===== config.mk =====
export PLATFORM = sky130hd
export DESIGN_NAME = pmodjstk_spi_sequencer
export DESIGN_NICKNAME = d
export VERILOG_FILES = /design/src/rtl/pmodjstk_pkg.sv /design/src/rtl/spi_mode0_byte_shifter.sv /design/src/rtl/pmodjstk_spi_sequencer.sv
export SDC_FILE = /design/constraint.sdc
export NUM_CORES = 1
export LEC_CHECK = 0
export BUFFER_PORTS_ARGS = -buffer_cell sky130_fd_sc_hd__buf_2
export CAP_MARGIN = 20
export CORE_UTILIZATION = 60
export DETAILED_ROUTE_END_ITERATION = 16
export GPL_TIMING_DRIVEN = 0
export PLACE_DENSITY_LB_ADDON = 0.3
export RECOVER_POWER = 50
export SLEW_MARGIN = 20
export SYNTH_ARGS = -nofsm -noshare
export SYNTH_HDL_FRONTEND = slang
export SYNTH_SLANG_ARGS = --single-unit
export TNS_END_PERCENT = 20

===== constraint.sdc =====
create_clock -name CLK -period 3.5 [get_ports CLK]
set_input_delay 0.35 -clock CLK [delete_from_list [all_inputs] [get_ports CLK]]
set_output_delay 0.35 -clock CLK [all_outputs]
set_load 0.02 [all_outputs]

===== src/rtl/pmodjstk_pkg.sv =====
// Shared types and constants for the PmodJSTK SPI transaction sequencer.
package pmodjstk_pkg;

  typedef enum logic [2:0] {
    IDLE     = 3'd0,
    SS_SETUP = 3'd1,
    SHIFT    = 3'd2,
    BYTE_GAP = 3'd3,
    SS_HOLD  = 3'd4,
    FIN      = 3'd5
  } state_t;

  localparam int unsigned NUM_BYTES  = 5;
  localparam int unsigned BYTE_W     = 8;
  localparam int unsigned DATA_W     = NUM_BYTES * BYTE_W;
  localparam int unsigned BYTE_IDX_W = 3;
  localparam int unsigned LED_W      = 2;

  localparam logic [5:0] CMD_PREFIX = 6'b100000;

  // Byte 0 carries the LED command; the remaining bytes are padding.
  function automatic logic [BYTE_W-1:0] tx_byte_sel(input logic [BYTE_IDX_W-1:0] idx,
                                                    input logic [LED_W-1:0]      led);
    return (idx == '0) ? {CMD_PREFIX, led} : '0;
  endfunction

  function automatic int unsigned max_of(input int unsigned a, input int unsigned b);
    return (a > b) ? a : b;
  endfunction

endpackage


===== src/rtl/spi_mode0_byte_shifter.sv =====
// SPI mode-0 single-byte engine: SCLK generation, MSB-first MOSI, MISO capture on SCLK rise.
module spi_mode0_byte_shifter
  import pmodjstk_pkg::*;
#(
  parameter int unsigned SCLK_HALF = 750
) (
  input  logic              CLK,
  input  logic              RST,
  input  logic              i_go,
  input  logic              i_prime,
  input  logic [BYTE_W-1:0] i_tx_byte,
  input  logic              i_miso,
  output logic              o_sclk,
  output logic              o_mosi,
  output logic              o_busy,
  output logic              o_done_c,
  output logic [BYTE_W-1:0] o_rx_byte
);

  localparam int unsigned PH_W  = $clog2(SCLK_HALF) + 1;
  localparam int unsigned BIT_W = 3;

  logic              r_active;
  logic [PH_W-1:0]   r_ph;
  logic [BIT_W-1:0]  r_bit;
  logic              r_sclk;
  logic              r_mosi;
  logic [BYTE_W-2:0] r_tx_sr;
  logic [BYTE_W-1:0] r_rx_sr;
  logic              w_ph_end;

  assign w_ph_end  = r_active && (r_ph == PH_W'(SCLK_HALF - 1));
  assign o_done_c  = w_ph_end && r_sclk && (r_bit == BIT_W'(BYTE_W - 1));
  assign o_sclk    = r_sclk;
  assign o_mosi    = r_mosi;
  assign o_busy    = r_active;
  assign o_rx_byte = r_rx_sr;

  // Half-period phase counter, bit counter and SCLK toggling.
  always_ff @(posedge CLK) begin
    if (RST) begin
      r_active <= 1'b0;
      r_ph     <= '0;
      r_bit    <= '0;
      r_sclk   <= 1'b0;
    end else if (!r_active) begin
      r_sclk <= 1'b0;
      if (i_go) begin
        r_active <= 1'b1;
        r_ph     <= '0;
        r_bit    <= '0;
      end
    end else if (w_ph_end) begin
      r_ph   <= '0;
      r_sclk <= ~r_sclk;
      if (r_sclk) begin
        if (r_bit == BIT_W'(BYTE_W - 1)) begin
          r_active <= 1'b0;
        end else begin
          r_bit <= r_bit + BIT_W'(1);
        end
      end
    end else begin
      r_ph <= r_ph + PH_W'(1);
    end
  end

  // MISO captured on the rising edge; MOSI advanced on the falling edge, parked low between bytes
  // except when the sequencer primes the next MSB ahead of the first rise.
  always_ff @(posedge CLK) begin
    if (RST) begin
      r_tx_sr <= '0;
      r_rx_sr <= '0;
      r_mosi  <= 1'b0;
    end else if (!r_active) begin
      if (i_go) begin
        r_tx_sr <= i_tx_byte[BYTE_W-2:0];
        r_rx_sr <= '0;
        r_mosi  <= i_tx_byte[BYTE_W-1];
      end else begin
        r_mosi <= i_prime ? i_tx_byte[BYTE_W-1] : 1'b0;
      end
    end else if (w_ph_end) begin
      if (!r_sclk) begin
        r_rx_sr <= {r_rx_sr[BYTE_W-2:0], i_miso};
      end else if (r_bit == BIT_W'(BYTE_W - 1)) begin
        r_mosi <= i_prime ? i_tx_byte[BYTE_W-1] : 1'b0;
      end else begin
        r_mosi  <= r_tx_sr[BYTE_W-2];
        r_tx_sr <= {r_tx_sr[BYTE_W-3:0], 1'b0};
      end
    end
  end

endmodule


===== src/rtl/pmodjstk_spi_sequencer.sv =====
// Sequences one 5-byte PmodJSTK SPI exchange: SS framing, inter-byte gaps and response assembly.
module pmodjstk_spi_sequencer
  import pmodjstk_pkg::*;
#(
  parameter int unsigned SCLK_HALF    = 750,
  parameter int unsigned SS_SETUP_CYC = 1500,
  parameter int unsigned BYTE_GAP_CYC = 1000,
  parameter int unsigned SS_HOLD_CYC  = 1000
) (
  input  logic        CLK,
  input  logic        RST,
  input  logic        START,
  input  logic [1:0]  LED_CMD,
  input  logic        MISO,
  output logic        SS,
  output logic        SCLK,
  output logic        MOSI,
  output logic        BUSY,
  output logic        DONE,
  output logic [39:0] DATA_OUT
);

  localparam int unsigned MAX_CYC = max_of(max_of(SCLK_HALF, SS_SETUP_CYC),
                                           max_of(BYTE_GAP_CYC, SS_HOLD_CYC));
  localparam int unsigned CNT_W   = $clog2(MAX_CYC) + 1;

  state_t                r_state;
  state_t                w_state_nxt;
  logic [CNT_W-1:0]      r_cnt;
  logic [CNT_W-1:0]      w_cnt_nxt;
  logic [BYTE_IDX_W-1:0] r_byte;
  logic [BYTE_IDX_W-1:0] w_byte_nxt;
  logic [LED_W-1:0]      r_led;
  logic [LED_W-1:0]      w_led_sel;
  logic [DATA_W-1:0]     r_rx;
  logic [DATA_W-1:0]     r_data_out;
  logic                  r_ss;
  logic                  r_busy;
  logic                  r_done;
  logic                  w_start_shift;
  logic                  w_go;
  logic                  w_prime;
  logic                  w_ss_low_nxt;
  logic                  w_shift_busy;
  logic                  w_shift_done;
  logic [BYTE_W-1:0]     w_tx_byte;
  logic [BYTE_W-1:0]     w_rx_byte;

  // Byte engine; owns SCLK and MOSI.
  spi_mode0_byte_shifter #(
    .SCLK_HALF (SCLK_HALF)
  ) u_shifter (
    .CLK       (CLK),
    .RST       (RST),
    .i_go      (w_go),
    .i_prime   (w_prime),
    .i_tx_byte (w_tx_byte),
    .i_miso    (MISO),
    .o_sclk    (SCLK),
    .o_mosi    (MOSI),
    .o_busy    (w_shift_busy),
    .o_done_c  (w_shift_done),
    .o_rx_byte (w_rx_byte)
  );

  // Next-state, counter and shifter-control logic.
  always_comb begin
    w_state_nxt   = r_state;
    w_cnt_nxt     = r_cnt + CNT_W'(1);
    w_byte_nxt    = r_byte;
    w_start_shift = 1'b0;
    unique case (r_state)
      IDLE: begin
        w_cnt_nxt = '0;
        if (START) begin
          w_state_nxt = SS_SETUP;
          w_byte_nxt  = '0;
        end
      end
      SS_SETUP: begin
        if (r_cnt == CNT_W'(SS_SETUP_CYC - 1)) begin
          w_state_nxt   = SHIFT;
          w_cnt_nxt     = '0;
          w_start_shift = 1'b1;
        end
      end
      SHIFT: begin
        w_cnt_nxt = '0;
        if (w_shift_done) begin
          if (r_byte < BYTE_IDX_W'(NUM_BYTES - 1)) begin
            w_state_nxt = BYTE_GAP;
            w_byte_nxt  = r_byte + BYTE_IDX_W'(1);
          end else begin
            w_state_nxt = SS_HOLD;
          end
        end
      end
      BYTE_GAP: begin
        if (r_cnt == CNT_W'(BYTE_GAP_CYC - 1)) begin
          w_state_nxt   = SHIFT;
          w_cnt_nxt     = '0;
          w_start_shift = 1'b1;
        end
      end
      SS_HOLD: begin
        if (r_cnt == CNT_W'(SS_HOLD_CYC - 1)) begin
          w_state_nxt = FIN;
          w_cnt_nxt   = '0;
        end
      end
      FIN: begin
        w_state_nxt = IDLE;
        w_cnt_nxt   = '0;
      end
      default: begin
        w_state_nxt = IDLE;
        w_cnt_nxt   = '0;
      end
    endcase

    w_go         = w_start_shift && !w_shift_busy;
    w_led_sel    = (r_state == IDLE) ? LED_CMD : r_led;
    w_tx_byte    = tx_byte_sel(w_byte_nxt, w_led_sel);
    w_prime      = ((w_state_nxt == SS_SETUP) && (w_cnt_nxt == CNT_W'(SS_SETUP_CYC - 1))) ||
                   ((w_state_nxt == BYTE_GAP) && (w_cnt_nxt == CNT_W'(BYTE_GAP_CYC - 1)));
    w_ss_low_nxt = (w_state_nxt inside {SS_SETUP, SHIFT, BYTE_GAP, SS_HOLD});
  end

  // State, cycle counter and byte counter.
  always_ff @(posedge CLK) begin
    if (RST) begin
      r_state <= IDLE;
      r_cnt   <= '0;
      r_byte  <= '0;
    end else begin
      r_state <= w_state_nxt;
      r_cnt   <= w_cnt_nxt;
      r_byte  <= w_byte_nxt;
    end
  end

  // LED command latch and response assembly, first byte ends up in the top bits.
  always_ff @(posedge CLK) begin
    if (RST) begin
      r_led <= '0;
      r_rx  <= '0;
    end else if ((r_state == IDLE) && START) begin
      r_led <= LED_CMD;
      r_rx  <= '0;
    end else if ((r_state == SHIFT) && w_shift_done) begin
      r_rx <= {r_rx[DATA_W-BYTE_W-1:0], w_rx_byte};
    end
  end

  // Registered SS, BUSY, DONE and DATA_OUT, aligned with the state they describe.
  always_ff @(posedge CLK) begin
    if (RST) begin
      r_ss       <= 1'b1;
      r_busy     <= 1'b0;
      r_done     <= 1'b0;
      r_data_out <= '0;
    end else begin
      r_ss   <= !w_ss_low_nxt;
      r_busy <= (w_state_nxt != IDLE);
      r_done <= (w_state_nxt == FIN);
      if (w_state_nxt == FIN) begin
        r_data_out <= r_rx;
      end
    end
  end

  assign SS       = r_ss;
  assign BUSY     = r_busy;
  assign DONE     = r_done;
  assign DATA_OUT = r_data_out;

endmodule

### Yosys cells after proc, flatten, opt, wreduce, memory -nomap -nowiden

Index checks and enable logic that the tools add are counted.

* $add $sub $neg: 4
* magnitude comparators: 1
* equal/unequal tests: 19
* multiplexer cells: 47
* bitwise logic cells: 2
* reductions and logical operators: 22

Operator list (number)
* 3-bit two-way mux: 14
* 8-bit two-way mux: 5
* 7-bit two-way mux: 5
* 11-bit two-way mux: 3
* 12-bit by 10-bit == test with 1-bit output (second input constant): 2
* 12-bit by 11-bit == test with 1-bit output (second input constant): 2
* 12-bit two-way mux: 2
* 12-bit case mux with 2 select lines: 1
* 3-bit case mux with 5 select lines: 1
* 1-bit two-way mux: 13
* 12-bit by 1-bit adder with 12-bit output (second input constant): 1
* 3-bit by 2-bit == test with 1-bit output (second input constant): 4
* 3-bit == test (second input constant): 4
* 11-bit by 1-bit adder with 11-bit output (second input constant): 1
* 11-bit by 10-bit == test with 1-bit output (second input constant): 1
* 1-bit logical AND: 8
* 2-bit != test (second input constant): 4
* 3-bit by 1-bit adder with 3-bit output (second input constant): 2
* 3-bit by 1-bit == test with 1-bit output (second input constant): 2
* 3-bit logical NOT: 2
* 3-bit case mux with 2 select lines: 1
* 2-bit OR reduction: 3
* 4-bit AND reduction: 1
* 4-bit nonzero test: 1
* 10 further kinds: 12

* flip-flop bits (word level): 135
* input port bits: 6
* word-level logic and storage cells: 111

### Logic depth before layout (Yosys ltp)

Gate-level depths: netlist (run 1).

* depth after elaboration: 14
* mapped depth: 10

### Hierarchy

A second synthesis (run 1) with hierarchy kept.

* cell total of the unflattened synthesis: 726
* area, all modules: 5794.3 µm²

Modules (own cells, without submodules)
* pmodjstk_spi_sequencer: times used 1, cells each 520, area each 4108.9 µm², sequential area each 2062.0 µm²
* spi_mode0_byte_shifter: times used 1, cells each 206, area each 1685.4 µm², sequential area each 640.6 µm²

### Worst setup path after synthesis (run 1)

Ideal clock, no wire load.

* path kind: register to register
* from: reg r_cnt[0]
* to: reg u_shifter.r_tx_sr[0]
* setup time: 70 ps
* data arrival time: 1817 ps
* data required time: 3430 ps
* slack: 1613 ps
* cell stages (with the launch flop): 8
* buffers on the path: 0
* period minus slack after synthesis: 1887 ps
* cells stage by stage: dfxtp_1 ha_1 and4b_2 nand4_1 a211oi_2 nor2_1 or3_1 a21oi_1

* cells in the longest elaborated chain, start to end: 6

RTL lines
* start: declaration: RTL line pmodjstk_spi_sequencer.sv:29 `logic [CNT_W-1:0] r_cnt;`
* start signal: assignment: RTL line pmodjstk_spi_sequencer.sv:137 `r_cnt <= w_cnt_nxt;`
* 12-bit by 10-bit == test with 1-bit output / 12-bit by 11-bit == test with 1-bit output (equally long branches): RTL line pmodjstk_spi_sequencer.sv:99, pmodjstk_spi_sequencer.sv:81
* 1-bit two-way mux (on tied branches): RTL line pmodjstk_spi_sequencer.sv:99, pmodjstk_spi_sequencer.sv:81
* 1-bit case mux with 2 select lines (*): RTL line pmodjstk_spi_sequencer.sv:72 `unique case (r_state)`
* 1-bit logical AND (*): RTL line pmodjstk_spi_sequencer.sv:121 `w_go = w_start_shift && !w_shift_busy;`
* 2-bit nonzero test (no line) (*)
* 4-bit AND reduction (no line) (*)
* end signal: assignment: RTL line spi_mode0_byte_shifter.sv:77 `r_tx_sr <= i_tx_byte[BYTE_W-2:0];`
* end signal: assignment: RTL line spi_mode0_byte_shifter.sv:90 `r_tx_sr <= {r_tx_sr[BYTE_W-3:0], 1'b0};`
* end: declaration: RTL line spi_mode0_byte_shifter.sv:28 `logic [BYTE_W-2:0] r_tx_sr;`

Every way passes the cells marked *; elsewhere a longest branch is shown, timed or not.
A chain may end at the register's enable or synchronous reset.

### Worst setup path after layout (run 1)

* from: reg u_shifter.r_ph[0]
* to: reg u_shifter.r_tx_sr[1]

* cells in the longest elaborated chain, start to end: 10

RTL lines
* start: declaration: RTL line spi_mode0_byte_shifter.sv:24 `logic [PH_W-1:0] r_ph;`
* start signal: assignment: RTL line spi_mode0_byte_shifter.sv:64 `r_ph <= r_ph + PH_W'(1);`
* 11-bit by 10-bit == test with 1-bit output (*): RTL line spi_mode0_byte_shifter.sv:32 `assign w_ph_end = r_active && (r_ph == PH_W'(SCLK_HALF - 1));`
* 1-bit logical AND (*): RTL line spi_mode0_byte_shifter.sv:32
* 1-bit logical AND (2 in a row): RTL line spi_mode0_byte_shifter.sv:33 `assign o_done_c = w_ph_end && r_sclk && (r_bit == BIT_W'(BYTE_W - 1));`
* 3-bit two-way mux: RTL line pmodjstk_spi_sequencer.sv:89 `if (w_shift_done) begin`
* 3-bit case mux with 2 select lines: RTL line pmodjstk_spi_sequencer.sv:72
* 3-bit logical NOT: RTL line pmodjstk_pkg.sv:24 `return (idx == '0) ? {CMD_PREFIX, led} : '0;`
* 8-bit two-way mux: RTL line pmodjstk_pkg.sv:24
* 7-bit two-way mux: RTL line spi_mode0_byte_shifter.sv:76 `if (i_go) begin`
* 7-bit two-way mux: RTL line spi_mode0_byte_shifter.sv:75 `end else if (!r_active) begin`

Every way passes the cells marked *; elsewhere a longest branch is shown, timed or not. The select of a mux whose other input is x is not followed.

==> Implementation_results.wiki, run 1 <==
{| class="wikitable"
! Metric !! Value
|-
| Cell-by-cell trace of the critical path || ha_1 > and4b_1 > clkbuf_1 > nand4_1 > nor2_1 > nor2_1 > clkbuf_1 > a31oi_1 > o41ai_1
|-
| WHS Endpoint || u_shifter.o_rx_byte[0]
|-
| Global-route wire length before repair || between 20000 and 25000 um
|-
| Final core area utilization || 0.7368
|-
| Unrepaired setup endpoints after global routing || false
|-
| Wire length per cell after detailed routing || 15.29 um
|-
| Total gr overflow || 0
|-
| Syn nets || 716
|-
| Leakage power || roughly 0.0022 uW
|-
| Detailed-route wire length || 13660 um
|-
| Final cycle utilization of the critical path || 0.7222
|-
| Routability Congestion || 0.8818
|-
| Outcome || finished clean
|-
| Total clock buffers created by CTS || 17
|-
| Overall die area || 9766 um^2
|-
| CP Capture Type || flop
|-
| Final standard cell area without fillers || 6551 um^2
|-
| Hpwl dp || 9150 um
|-
| Initial antenna violation count || 0
|-
| Post-synthesis average cell area || around 8.0 um^2
|-
| Post-cts repair resize count || 0
|-
| H-Tree Depth || 4
|-
| Number of synthesized flops with an enable pin || 0
|-
| Worst slew pin tran || 945.3 ps
|-
| Final setup violation count || 0
|-
| Gate count of the mapped netlist || 704
|-
| Dominant synthesized flop cell || sky130_fd_sc_hd__dfxtp_1
|-
| Total count of max-transition violations in the final report || 0
|-
| Die Span Y || 98.83 um
|-
| Biggest fanout along the worst timing path || 10
|-
| Fraction of layout instances using a drive strength above 1 || 0.08025
|-
| TritonCTS clock tree || built
|-
| Clock-pin slew of the registers on the worst-case setup and hold paths || 60 ps
|-
| Hold Path Origin || MISO
|-
| Placeable core region || roughly 8900 um^2
|-
| Die Wd || 98.83 um
|-
| Highest clock rate || 0.3956 GHz
|-
| Number of global-route vias before repair || 4773
|-
| Number of buffers inserted for hold repair after clock tree synthesis || 0
|-
| Count of yosys warnings during synthesis || 0
|-
| Post-place setup slack || about 1200 ps
|-
| Startpoint Class || flop
|-
| Cell type contributing the most total cell area after synthesis || sky130_fd_sc_hd__dfxtp_1
|-
| Final critical-path required period || ~2500 ps
|-
| Area growth from synthesis to layout || 16.46%
|-
| Cell chosen for the clock root || sky130_fd_sc_hd__clkbuf_8
|-
| Slowest cell on crit path || sky130_fd_sc_hd__nor2_1
|-
| Sequential share of the synthesized area || 0.4804
|-
| Flop and latch count out of synthesis || 135
|-
| Required time of the worst setup path || 3890 ps
|-
| Number of distinct standard cells referenced by the synthesized netlist || 64
|-
| Router iterations before antenna repair || 5
|-
| Max VDD drop || about 0.43 mV
|-
| Endpoint of the worst register-to-register path || u_shifter.r_tx_sr[1]
|-
| Register-to-Register Path Depth || 9
|-
| Initial core utilization || 0.6327
|-
| Power per cell area || 535.3 nW/um^2
|-
| Number of clock sinks || between 100 and 150
|-
| Path type of the worst setup path || flop to flop
|-
| Post-route setup slack || 972.3 ps
|-
| DRC Markers || 0
|-
| Overall track demand over capacity in global routing || 0.2876
|-
| Count of antenna-violating nets left after detailed routing || 0
|-
| Boundary pin count || 51
|-
| Max Root-Sink Buffers || 2
|-
| Final Hold Vio Count || 0
|-
| Critical path arrival || 2910 ps
|-
| Area share of the leading cell type in the synthesized netlist || 0.4804
|-
| Number of antenna diodes || 0
|-
| Cells taking the most area after synthesis || sky130_fd_sc_hd__dfxtp_1, sky130_fd_sc_hd__nand2_1, sky130_fd_sc_hd__a21oi_1, sky130_fd_sc_hd__nand3_1, sky130_fd_sc_hd__nor2_1
|-
| Relative slew margins || 0.3649
|-
| Number of vias per cell after detailed routing || 5.815
|-
| Area of placed instances || 6006 um^2
|-
| Path class of the lowest-slack min-delay path || primary input to flop
|-
| Cell count of the worst hold path || 3
|-
| Nets || 784
|-
| Number of standard-cell rows in the floorplan || 34
|-
| Maximum number of pins on one net before global-route repair || 17
|-
| FF-to-FF Start || u_shifter.r_ph[0]
|-
| Max-cap check violation count || 0
|-
| Clock latency on the worst-skew pair || 520 ps
|-
| Total Negative Setup Slacks || 0 ps
|-
| Layout Skew || 8.038 ps
|-
| Routed vias || 5193
|-
| Delay of the slowest cell on the worst path || 470 ps
|-
| Share of synthesized flip-flops with an asynchronous set or reset || 0
|-
| Setup fix buffers added after clock tree synthesis || 0
|-
| Setup slack of the most critical reg-to-reg path || 970 ps
|-
| Port bufs || 49
|-
| Iteration-0 DRC Markers || 294
|-
| Netlist Area Pre-Place || 5625 um^2
|}
-- cells by family after synthesis --
kind of cell	after synthesis	share of synthesized area
and+or+nand+nor	337	0.2867
buffers and inverters	58	0.04604
muxes	3	0.005338
xor gates and xnor gates	11	0.01713
adders and majority gates	6	0.01334
DFF	135	0.4804
AOI/OAI and AO/OA	154	0.1510
-- cells in the final DEF, fill, tap and decap left out, types with 5 or more instances in the layout --
| master | n |
|---|---|
| sky130_fd_sc_hd__ha_1 | 6 |
| sky130_fd_sc_hd__nand3_1 | 27 |
| sky130_fd_sc_hd__nand2_1 | 194 |
| sky130_fd_sc_hd__clkbuf_1 | 82 |
| sky130_fd_sc_hd__nor2_1 | 37 |
| sky130_fd_sc_hd__or3_1 | 7 |
| sky130_fd_sc_hd__a21oi_1 | 119 |
| sky130_fd_sc_hd__and3_1 | 7 |
| sky130_fd_sc_hd__o21ai_0 | 10 |
| sky130_fd_sc_hd__inv_1 | 8 |
| sky130_fd_sc_hd__nor3_1 | 10 |
| sky130_fd_sc_hd__nor3b_1 | 5 |
| sky130_fd_sc_hd__buf_2 | 13 |
| sky130_fd_sc_hd__dfxtp_1 | 135 |
| sky130_fd_sc_hd__xnor2_1 | 7 |
| sky130_fd_sc_hd__clkbuf_16 | 16 |
| sky130_fd_sc_hd__nand4_1 | 10 |
-- per-layer routing --
layer  track usage  share of wire
met1        0.3794           0.45
met5             0              0
met4        0.1320          0.019
met2        0.4626           0.47
met3       0.04965          0.055
-- layout make-up --
cell class | instances | area, um^2
Inverter | 8 | 30.03
Timing Repair Buffer | 49 | 188.9
Clock buffer | 18 | 417.9
Buffer | 50 | 221.5
Clock inverter | 14 | 211.5
Multi-Input combinational cell | 511 | 2644
Tap cell | 108 | 135.1
Sequential cell | 135 | 2703
Fill cell | 684 | 2340
-- synthesized netlist by cell type (2+ instances only) --
library cell,count
sky130_fd_sc_hd__nor4_1,3
sky130_fd_sc_hd__buf_4,3
sky130_fd_sc_hd__and4b_1,2
sky130_fd_sc_hd__and4_1,4
sky130_fd_sc_hd__nand3b_1,3
sky130_fd_sc_hd__o211ai_1,4
sky130_fd_sc_hd__xor2_1,4
sky130_fd_sc_hd__mux2i_1,3
sky130_fd_sc_hd__a31oi_1,4
sky130_fd_sc_hd__and4bb_1,2
sky130_fd_sc_hd__o21ai_0,10
sky130_fd_sc_hd__ha_1,6
sky130_fd_sc_hd__and4bb_2,2
sky130_fd_sc_hd__nand4_1,9
sky130_fd_sc_hd__and3_1,7
sky130_fd_sc_hd__clkbuf_1,32
sky130_fd_sc_hd__nor2b_1,2
sky130_fd_sc_hd__dfxtp_1,135
sky130_fd_sc_hd__xnor2_1,7
sky130_fd_sc_hd__o31ai_1,2
sky130_fd_sc_hd__a211oi_2,2
sky130_fd_sc_hd__and2_1,3
sky130_fd_sc_hd__nor3_1,10
sky130_fd_sc_hd__nand2_1,194
sky130_fd_sc_hd__o21ai_1,2
sky130_fd_sc_hd__buf_6,2
sky130_fd_sc_hd__nor2_1,35
sky130_fd_sc_hd__nand4b_1,3
sky130_fd_sc_hd__nand2b_1,2
sky130_fd_sc_hd__or3_1,7
sky130_fd_sc_hd__or3b_2,2
sky130_fd_sc_hd__inv_1,8
sky130_fd_sc_hd__a21oi_1,118
sky130_fd_sc_hd__nand3_1,27
sky130_fd_sc_hd__nor3b_1,5
sky130_fd_sc_hd__buf_2,12
-- stage by stage --
| step | total power, uW | hold WS [ps] | std cells |
|---|---|---|---|
| CTS | 3519 | 54.68 | 893 |
| global placement | 1650 | 437.3 | 861 |
| detailed placement | 1652 | 444.7 | 861 |
| finish | 3507 | 65.01 | 893 |
| global route | 3587 | 76.87 | 893 |
| floorplan | 1630 | 427.4 | 704 |
-- flip-flops by register name (all words and copies together) (netlist names), 2 cells and up --
signal               flops
r_cnt                   12
u_shifter.r_bit          3
DATA_OUT                40
r_led                    2
u_shifter.r_ph          11
u_shifter.o_rx_byte      8
r_byte                   3
r_rx                    40
u_shifter.r_tx_sr        7
r_state                  3
-- power breakdown --
group / total [uW] / switching [uW] / internal (uW)
clock network: 1890 / 707 / 1180
logic: 74.8 / 54.9 / 19.9
registers: 1550 / 4.37 / 1540
-- how the worst max path moves through the flow --
stage / cells past startpoint / start / slack, ps / endpoint
2_1_floorplan: 7 / r_cnt[0] / 1610 / u_shifter.r_tx_sr[0]
3_3_place_gp: 7 / r_cnt[0] / 1330 / u_shifter.r_tx_sr[0]
3_5_place_dp: 7 / r_cnt[0] / 1240 / DATA_OUT[37]
4_1_cts: 7 / r_cnt[0] / 1230 / DATA_OUT[13]
5_1_grt: 9 / u_shifter.r_ph[0] / 680 / u_shifter.r_tx_sr[1]
6_report: 9 / u_shifter.r_ph[0] / 970 / u_shifter.r_tx_sr[1]
-- critical path, delay by kind of cell, from the launching register on --
| family | cells | cell delay, ps |
|---|---|---|
| simple gates | 4 | 950 |
| compound gates | 2 | 320 |
| flops | 1 | 410 |
| buf+inv | 2 | 520 |
| fa+ha+maj | 1 | 190 |
Note: power is estimated with default switching activity, not from simulation.
==> inputs of run 2 (changes only) <==
ABC_AREA = 1   (was default)
CORE_UTILIZATION = 53   (was 60)
clock period = 2.2 ns   (was 3.5 ns; I/O delays follow)
==> run 2 against run 1 <==
Synthesized area increased by 1.3%. First-iteration DRC count grew 30%. Total power is 44% higher. Sequential share of layout area shrank 0.30 points. Via count is 1.3% lower. Critical endpoint is now u_shifter.r_ph[8]. Maximum frequency up 25%. Hold slack got worse by 43 ps. Final cell count rose by 7.1%. Largest cell class unchanged. Clock power grew 31%. Die area rose by 14%. Flip-flop and latch count unchanged.
==> Implementation_results.wiki, run 2 <==
{| class="wikitable"
! Metric !! Value
|-
| Outcome || finished clean
|-
| Critical path buffers and inverters || 3
|-
| Worst slew pin tran || 610.5 ps
|-
| Number of standard-cell rows in the floorplan || 37
|-
| CP Capture Type || flop
|-
| Post-synthesis average cell area || just under 8 um^2
|-
| Total gr overflow || 0
|-
| Gate count of the mapped netlist || ~740
|-
| H-Tree Depth || 4
|-
| Post-route setup slack || roughly 170 ps
|-
| Number of clock sinks || roughly 140
|-
| Number of global-route vias before repair || just under 5000
|-
| Fraction of layout instances using a drive strength above 1 || 0.1085
|-
| Final standard cell area without fillers || 6603 um^2
|-
| Router iterations before antenna repair || 7
|-
| Max VDD drop || a little under 0.6 mV
|-
| Max Root-Sink Buffers || 2
|-
| Die Span Y || roughly 110 um
|-
| Wire length on met1 || 5875 um
|-
| Cell family with the largest share of critical-path delay || buffers and inverters
|-
| Maximum number of pins on one net before global-route repair || 17
|-
| Flop and latch count out of synthesis || 135
|-
| Hold slack || 22.46 ps
|-
| Nets || 820
|-
| Sequential share of the synthesized area || 0.4741
|-
| Startpoint Class || flop
|-
| Footprint of the flip-flops and latches || 2704 um^2
|-
| DRC Markers || 0
|-
| Leakage power || 0.002554 uW
|-
| Wire length per cell after detailed routing || 14.19 um
|-
| Cell type contributing the most total cell area after synthesis || sky130_fd_sc_hd__dfxtp_1
|-
| Iteration-0 DRC Markers || 381
|-
| Syn nets || 750
|-
| Routed vias || roughly 5100
|-
| Share of synthesized flip-flops with an asynchronous set or reset || 0
|-
| Met2 Wirelength || 6850 um
|-
| Area share of the leading cell type in the synthesized netlist || 0.4741
|-
| Clock-pin slew of the registers on the worst-case setup and hold paths || 60 ps
|-
| Path class of the lowest-slack min-delay path || primary input to flop
|-
| Final setup violation count || 0
|-
| Biggest fanout along the worst timing path || 8
|-
| Unrepaired setup endpoints after global routing || true
|-
| Delay of the slowest cell on the worst path || 330 ps
|-
| Final Hold Vio Count || 0
|-
| Ranking of synthesized cells by instance count || sky130_fd_sc_hd__dfxtp_1, sky130_fd_sc_hd__nor2_1, sky130_fd_sc_hd__nand2_1
|-
| Count of antenna-violating nets left after detailed routing || 0
|-
| TritonCTS clock tree || built
|-
| Number of vias per cell after detailed routing || 5.362
|-
| Overall track demand over capacity in global routing || 0.2594
|-
| Total count of max-transition violations in the final report || 0
|-
| Final critical-path required period || 2029 ps
|-
| Cell chosen for the clock root || sky130_fd_sc_hd__clkbuf_8
|-
| Final cycle utilization of the critical path || 0.9224
|-
| Top routing layer in use || met4
|-
| Post-place setup slack || 63.92 ps
|-
| Dominant synthesized flop cell || sky130_fd_sc_hd__dfxtp_1
|-
| Max-cap check violation count || 0
|-
| Slowest cell on crit path || sky130_fd_sc_hd__clkinv_1
|-
| Netlist Area Pre-Place || 5700 um^2
|-
| Overall die area || 11170 um^2
|-
| Critical path arrival || 2450 ps
|-
| Initial core utilization || 0.5497
|-
| Area of placed instances || ~6100 um^2
|-
| Port bufs || 49
|-
| Relative slew margins || 0.5930
|-
| Fill cell count || 909
|-
| Required time of the worst setup path || 2620 ps
|-
| Total Negative Setup Slacks || 0 ps
|-
| Number of synthesized flops with an enable pin || 0
|-
| Placeable core region || 10370 um^2
|-
| Detailed-route wire length || between 10000 and 15000 um
|-
| Path type of the worst setup path || flop to flop
|-
| Area growth from synthesis to layout || 15.83%
|-
| Routability Congestion || 0.8748
|-
| Number of antenna diodes || 0
|-
| Layout Skew || 6.567 ps
|-
| Total design power || 5060 uW
|-
| Clock latency on the worst-skew pair || 530 ps
|-
| Highest clock rate || 0.4928 GHz
|-
| Global-route wire length before repair || 22850 um
|-
| Most common cell after layout, fill and taps aside || sky130_fd_sc_hd__dfxtp_1
|-
| Cells taking the most area after synthesis || sky130_fd_sc_hd__dfxtp_1, sky130_fd_sc_hd__nor2_1, sky130_fd_sc_hd__nand2_1, sky130_fd_sc_hd__a21oi_1, sky130_fd_sc_hd__inv_1
|-
| Leading cell types in the layout, fill and taps excluded || sky130_fd_sc_hd__dfxtp_1, sky130_fd_sc_hd__nor2_1, sky130_fd_sc_hd__nand2_1, sky130_fd_sc_hd__inv_1, sky130_fd_sc_hd__clkbuf_1
|-
| Cell-by-cell trace of the critical path || clkbuf_2 > clkinv_1 > nor2_4 > inv_1 > nor2_1 > nand2_1 > a221oi_1
|-
| Boundary pin count || 51
|-
| Setup fix buffers added after clock tree synthesis || 0
|-
| Power per cell area || about 770 nW/um^2
|-
| Most common cell in the synthesized netlist || sky130_fd_sc_hd__dfxtp_1
|-
| Number of distinct standard cells referenced by the synthesized netlist || 49
|-
| Count of yosys warnings during synthesis || 0
|-
| Die Wd || 105.7 um
|-
| Area of the multi-input gates || roughly 2500 um^2
|-
| Total clock buffers created by CTS || 17
|-
| Routed met3 length || 668 um
|-
| Initial antenna violation count || 0
|-
| Hpwl dp || 9752 um
|}
## run 2: changes by cell type after synthesis, sizes merged, moves of 6 or more
cell    change
a211oi     +37
clkbuf      -8
o21ai      +41
nor3        -6
and3        -6
nor2       +92
buf        -11
inv        +89
nand2      -81
a21oi      -53
or3         -8
## run 2: repair_timing
action / in CTS / in global routing
resized for setup: 0 / 4
endpoints found under the setup margin: 0 / 17
hold buffers: 2 / 0
hold endpoints to repair: 2 / 0
## run 2: metal layers
| metal | GRT usage | vias up |
|---|---|---|
| met3 | 0.06432 | 19 |
| met2 | 0.4556 | 140 |
| li1 | - | 2564 |
| met4 | 0.08333 | 0 |
| met5 | 0 | - |
| met1 | 0.3088 | 2403 |
## run 2: layout make-up
type,count,share of cell area
Clock buffer,18,0.06329
Buffer,31,0.01933
Multi-Input combinational cell,474,0.3788
Inverter,98,0.05685
Sequential cell,135,0.4095
Timing Repair Buffer,51,0.03165
Tap cell,136,0.02577
Clock inverter,13,0.01478
## run 2: logic make-up after synthesis
kind of cell,count (synthesis),synth area share
simple gates,291,0.2366
compound gates,173,0.1800
flops,135,0.4741
buf+inv,129,0.08867
fa+ha+maj,6,0.01317
xor+xnor,4,0.007464
## run 2: tightest hold or removal path: stages
cell and delay [ps]:
sky130_fd_sc_hd__buf_2 110, sky130_fd_sc_hd__nand2_1 90, sky130_fd_sc_hd__o32ai_1 80
## run 2: through the flow
step | cells | utilization
after floorplan | 738 | -
after global placement | 923 | 0.5898
after detailed placement | 923 | 0.5898
after CTS | 956 | 0.6414
after global routing | 956 | 0.6367
final | 956 | 0.6367
## run 2: worst paths after layout
check,to,start,slack (ps),cells after the start
setup / recovery,u_shifter.r_ph[8],u_shifter.o_busy,170,7
hold / removal,r_led[0],LED_CMD[0],20,3
setup reg to reg,u_shifter.r_ph[8],u_shifter.o_busy,170,7
hold reg to reg,u_shifter.r_tx_sr[1],u_shifter.r_tx_sr[1],460,2
## run 2: power by group
group / internal, uW / switching (uW)
logic: 32.8 / 95.4
registers: 2450 / 4.44
clock network: 1390 / 1090
==> inputs of run 3 (changes only) <==
--- a/config.mk
+++ b/config.mk
@@ -12,5 +12,5 @@
 export DETAILED_ROUTE_END_ITERATION = 16
 export GPL_TIMING_DRIVEN = 0
-export PLACE_DENSITY_LB_ADDON = 0.3
+export PLACE_DENSITY_LB_ADDON = 0.25
 export RECOVER_POWER = 50
 export SLEW_MARGIN = 20
==> constraint.sdc (replaced) <==
create_clock -name CLK -period 2.2 [get_ports CLK]
set_input_delay 0.11 -clock CLK [delete_from_list [all_inputs] [get_ports CLK]]
set_output_delay 0.11 -clock CLK [all_outputs]
set_load 0.02 [all_outputs]
==> run 3 against run 2 <==
Setup slack improved by 17 ps. Hold slack improved by 12 ps. Clock power rose by 12%. Routed wire length barely moved. Register-to-register slack improved by 20 ps. Critical endpoint unchanged. Via count rose by 0.86%. Final cell count rose by 0.73%. Global-route usage fell by 0.51 points. Sequential power barely moved. Clock skew rose by 5.5 ps.
==> Implementation_results.wiki, run 3 (synthesis results as in run 2) <==
{| class="wikitable"
! Metric !! Value
|-
| Placeable core region || about 10000 um^2
|-
| Critical path buffers and inverters || 3
|-
| Final cycle utilization of the critical path || 0.9147
|-
| Hold slack || 34.96 ps
|-
| Overall die area || between 10000 and 15000 um^2
|-
| Router iterations before antenna repair || 5
|-
| Initial antenna violation count || 0
|-
| Nets || 826
|-
| Routability Congestion || 0.8825
|-
| Final critical-path required period || approximately 2000 ps
|-
| Number of vias per cell after detailed routing || 5.369
|-
| Routed vias || 5170
|-
| Number of clock sinks || roughly 140
|-
| Final core area utilization || 0.6473
|-
| Delay of the slowest cell on the worst path || ~340 ps
|-
| Wire length per cell after detailed routing || 14.08 um
|-
| Power per cell area || 796.9 nW/um^2
|-
| Cell-by-cell trace of the critical path || clkbuf_2 > clkinv_1 > nor2_2 > inv_1 > nor2_1 > nand2_1 > a221oi_1
|-
| Required time of the worst setup path || roughly 2600 ps
|-
| Total design power || 5349 uW
|-
| Relative slew margins || 0.5884
|-
| Max VDD drop || 0.5862 mV
|-
| Leakage power || 0.002610 uW
|-
| Critical path arrival || 2440 ps
|-
| Max Root-Sink Buffers || 2
|-
| Iteration-0 DRC Markers || 332
|-
| Global-route wire length before repair || 22530 um
|-
| Count of antenna-violating nets left after detailed routing || 0
|-
| Fraction of layout instances using a drive strength above 1 || 0.1125
|-
| Fill cell count || between 900 and 1000
|-
| Slowest cell on crit path || sky130_fd_sc_hd__nor2_2
|-
| Final Hold Vio Count || 0
|-
| Total Negative Setup Slacks || 0 ps
|-
| TritonCTS clock tree || built
|-
| Detailed-route wire length || 13560 um
|-
| Leading cell types in the layout, fill and taps excluded || sky130_fd_sc_hd__dfxtp_1, sky130_fd_sc_hd__nor2_1, sky130_fd_sc_hd__nand2_1, sky130_fd_sc_hd__inv_1, sky130_fd_sc_hd__clkbuf_1
|-
| Clock latency on the worst-skew pair || 530 ps
|-
| Hpwl dp || about 10000 um
|-
| Maximum number of pins on one net before global-route repair || 17
|-
| Placed cell count || 923
|-
| Startpoint Class || flop
|-
| CP Capture Type || flop
|-
| Final setup violation count || 0
|-
| Total gr overflow || 0
|-
| Layout Skew || ~12 ps
|-
| Cell family with the largest share of critical-path delay || buffers and inverters
|-
| Clock-pin slew of the registers on the worst-case setup and hold paths || roughly 60 ps
|-
| Biggest fanout along the worst timing path || 8
|-
| Finished Layout Cells || around 960
|-
| Number of global-route vias before repair || 4911
|-
| Initial core utilization || 0.5497
|-
| Most common cell after layout, fill and taps aside || sky130_fd_sc_hd__dfxtp_1
|-
| Port bufs || 49
|-
| Overall track demand over capacity in global routing || 0.2543
|-
| Path type of the worst setup path || flop to flop
|-
| Die Wd || 105.7 um
|-
| Total count of max-transition violations in the final report || 0
|-
| Outcome || finished clean
|-
| Path class of the lowest-slack min-delay path || primary input to flop
|-
| Worst slew pin tran || about 620 ps
|-
| Total clock buffers created by CTS || 17
|-
| Setup slack of the most critical reg-to-reg path || 190 ps
|-
| Highest clock rate || slightly below 0.5 GHz
|-
| Max-cap check violation count || 0
|-
| Cell chosen for the clock root || sky130_fd_sc_hd__clkbuf_8
|-
| Boundary pin count || slightly above 50
|-
| Number of antenna diodes || 0
|-
| DRC Markers || 0
|-
| Die Span Y || 105.7 um
|-
| Area growth from synthesis to layout || 17.76%
|-
| H-Tree Depth || 4
|-
| Number of standard-cell rows in the floorplan || 37
|}
run 3: power by group:
part / internal, uW / switching (uW) / total, uW
clock network: 1660 / 1100 / 2760
logic: 36.6 / 95.1 / 132
registers: 2450 / 4.88 / 2460
total: 4150 / 1200 / 5350
run 3: routing by layer:
metal / global-route usage / up-vias / routed length [um]
met1: 0.3191 / 2410 / 5987
met4: 0.1141 / 0 / 347
met3: 0.05999 / 35 / 754
met5: 0 / - / 0
li1: - / 2574 / -
met2: 0.4146 / 151 / 6470
run 3: area by class of cell:
type / count / area, um^2 / area share
Timing Repair Buffer: 57 / 261.5 / 0.03896
Inverter: 98 / 375.4 / 0.05592
Buffer: 31 / 127.6 / 0.01901
Sequential cell: 135 / 2704 / 0.4028
Tap cell: 136 / 170.2 / 0.02535
Multi-Input combinational cell: 474 / 2495 / 0.3717
Clock buffer: 20 / 435.4 / 0.06486
Clock inverter: 12 / 143.9 / 0.02144
run 3: final timing paths:
| check | from | endpoint | depth (start not counted) |
|---|---|---|---|
| worst min-delay path | RST | u_shifter.r_tx_sr[0] | 4 |
| worst max register to register | u_shifter.o_busy | u_shifter.r_ph[8] | 7 |
| worst max-delay path | u_shifter.o_busy | u_shifter.r_ph[8] | 7 |
| worst min register to register | u_shifter.r_tx_sr[6] | u_shifter.r_tx_sr[6] | 2 |
run 3: stage by stage:
step	worst slack (ps)	instance area, um^2
final	187.8	6713
after CTS	108.6	6745
after floorplan	459.9	5700
after global placement	194.6	6116
after global routing	-6.161	6713
after detailed placement	160.2	6116
run 3: repair_timing:
action                                 CTS  global route
endpoints found under the hold margin    3             0
setup buffers                            0             3
setup endpoints to repair                0            37
gates resized for setup                  0             5
hold buffers                             5             0
run 3: worst min-delay path: stages:
cell,delay (ps)
sky130_fd_sc_hd__buf_2,210
sky130_fd_sc_hd__nor2_8,90
sky130_fd_sc_hd__nand2_1,50
sky130_fd_sc_hd__nand2_1,40
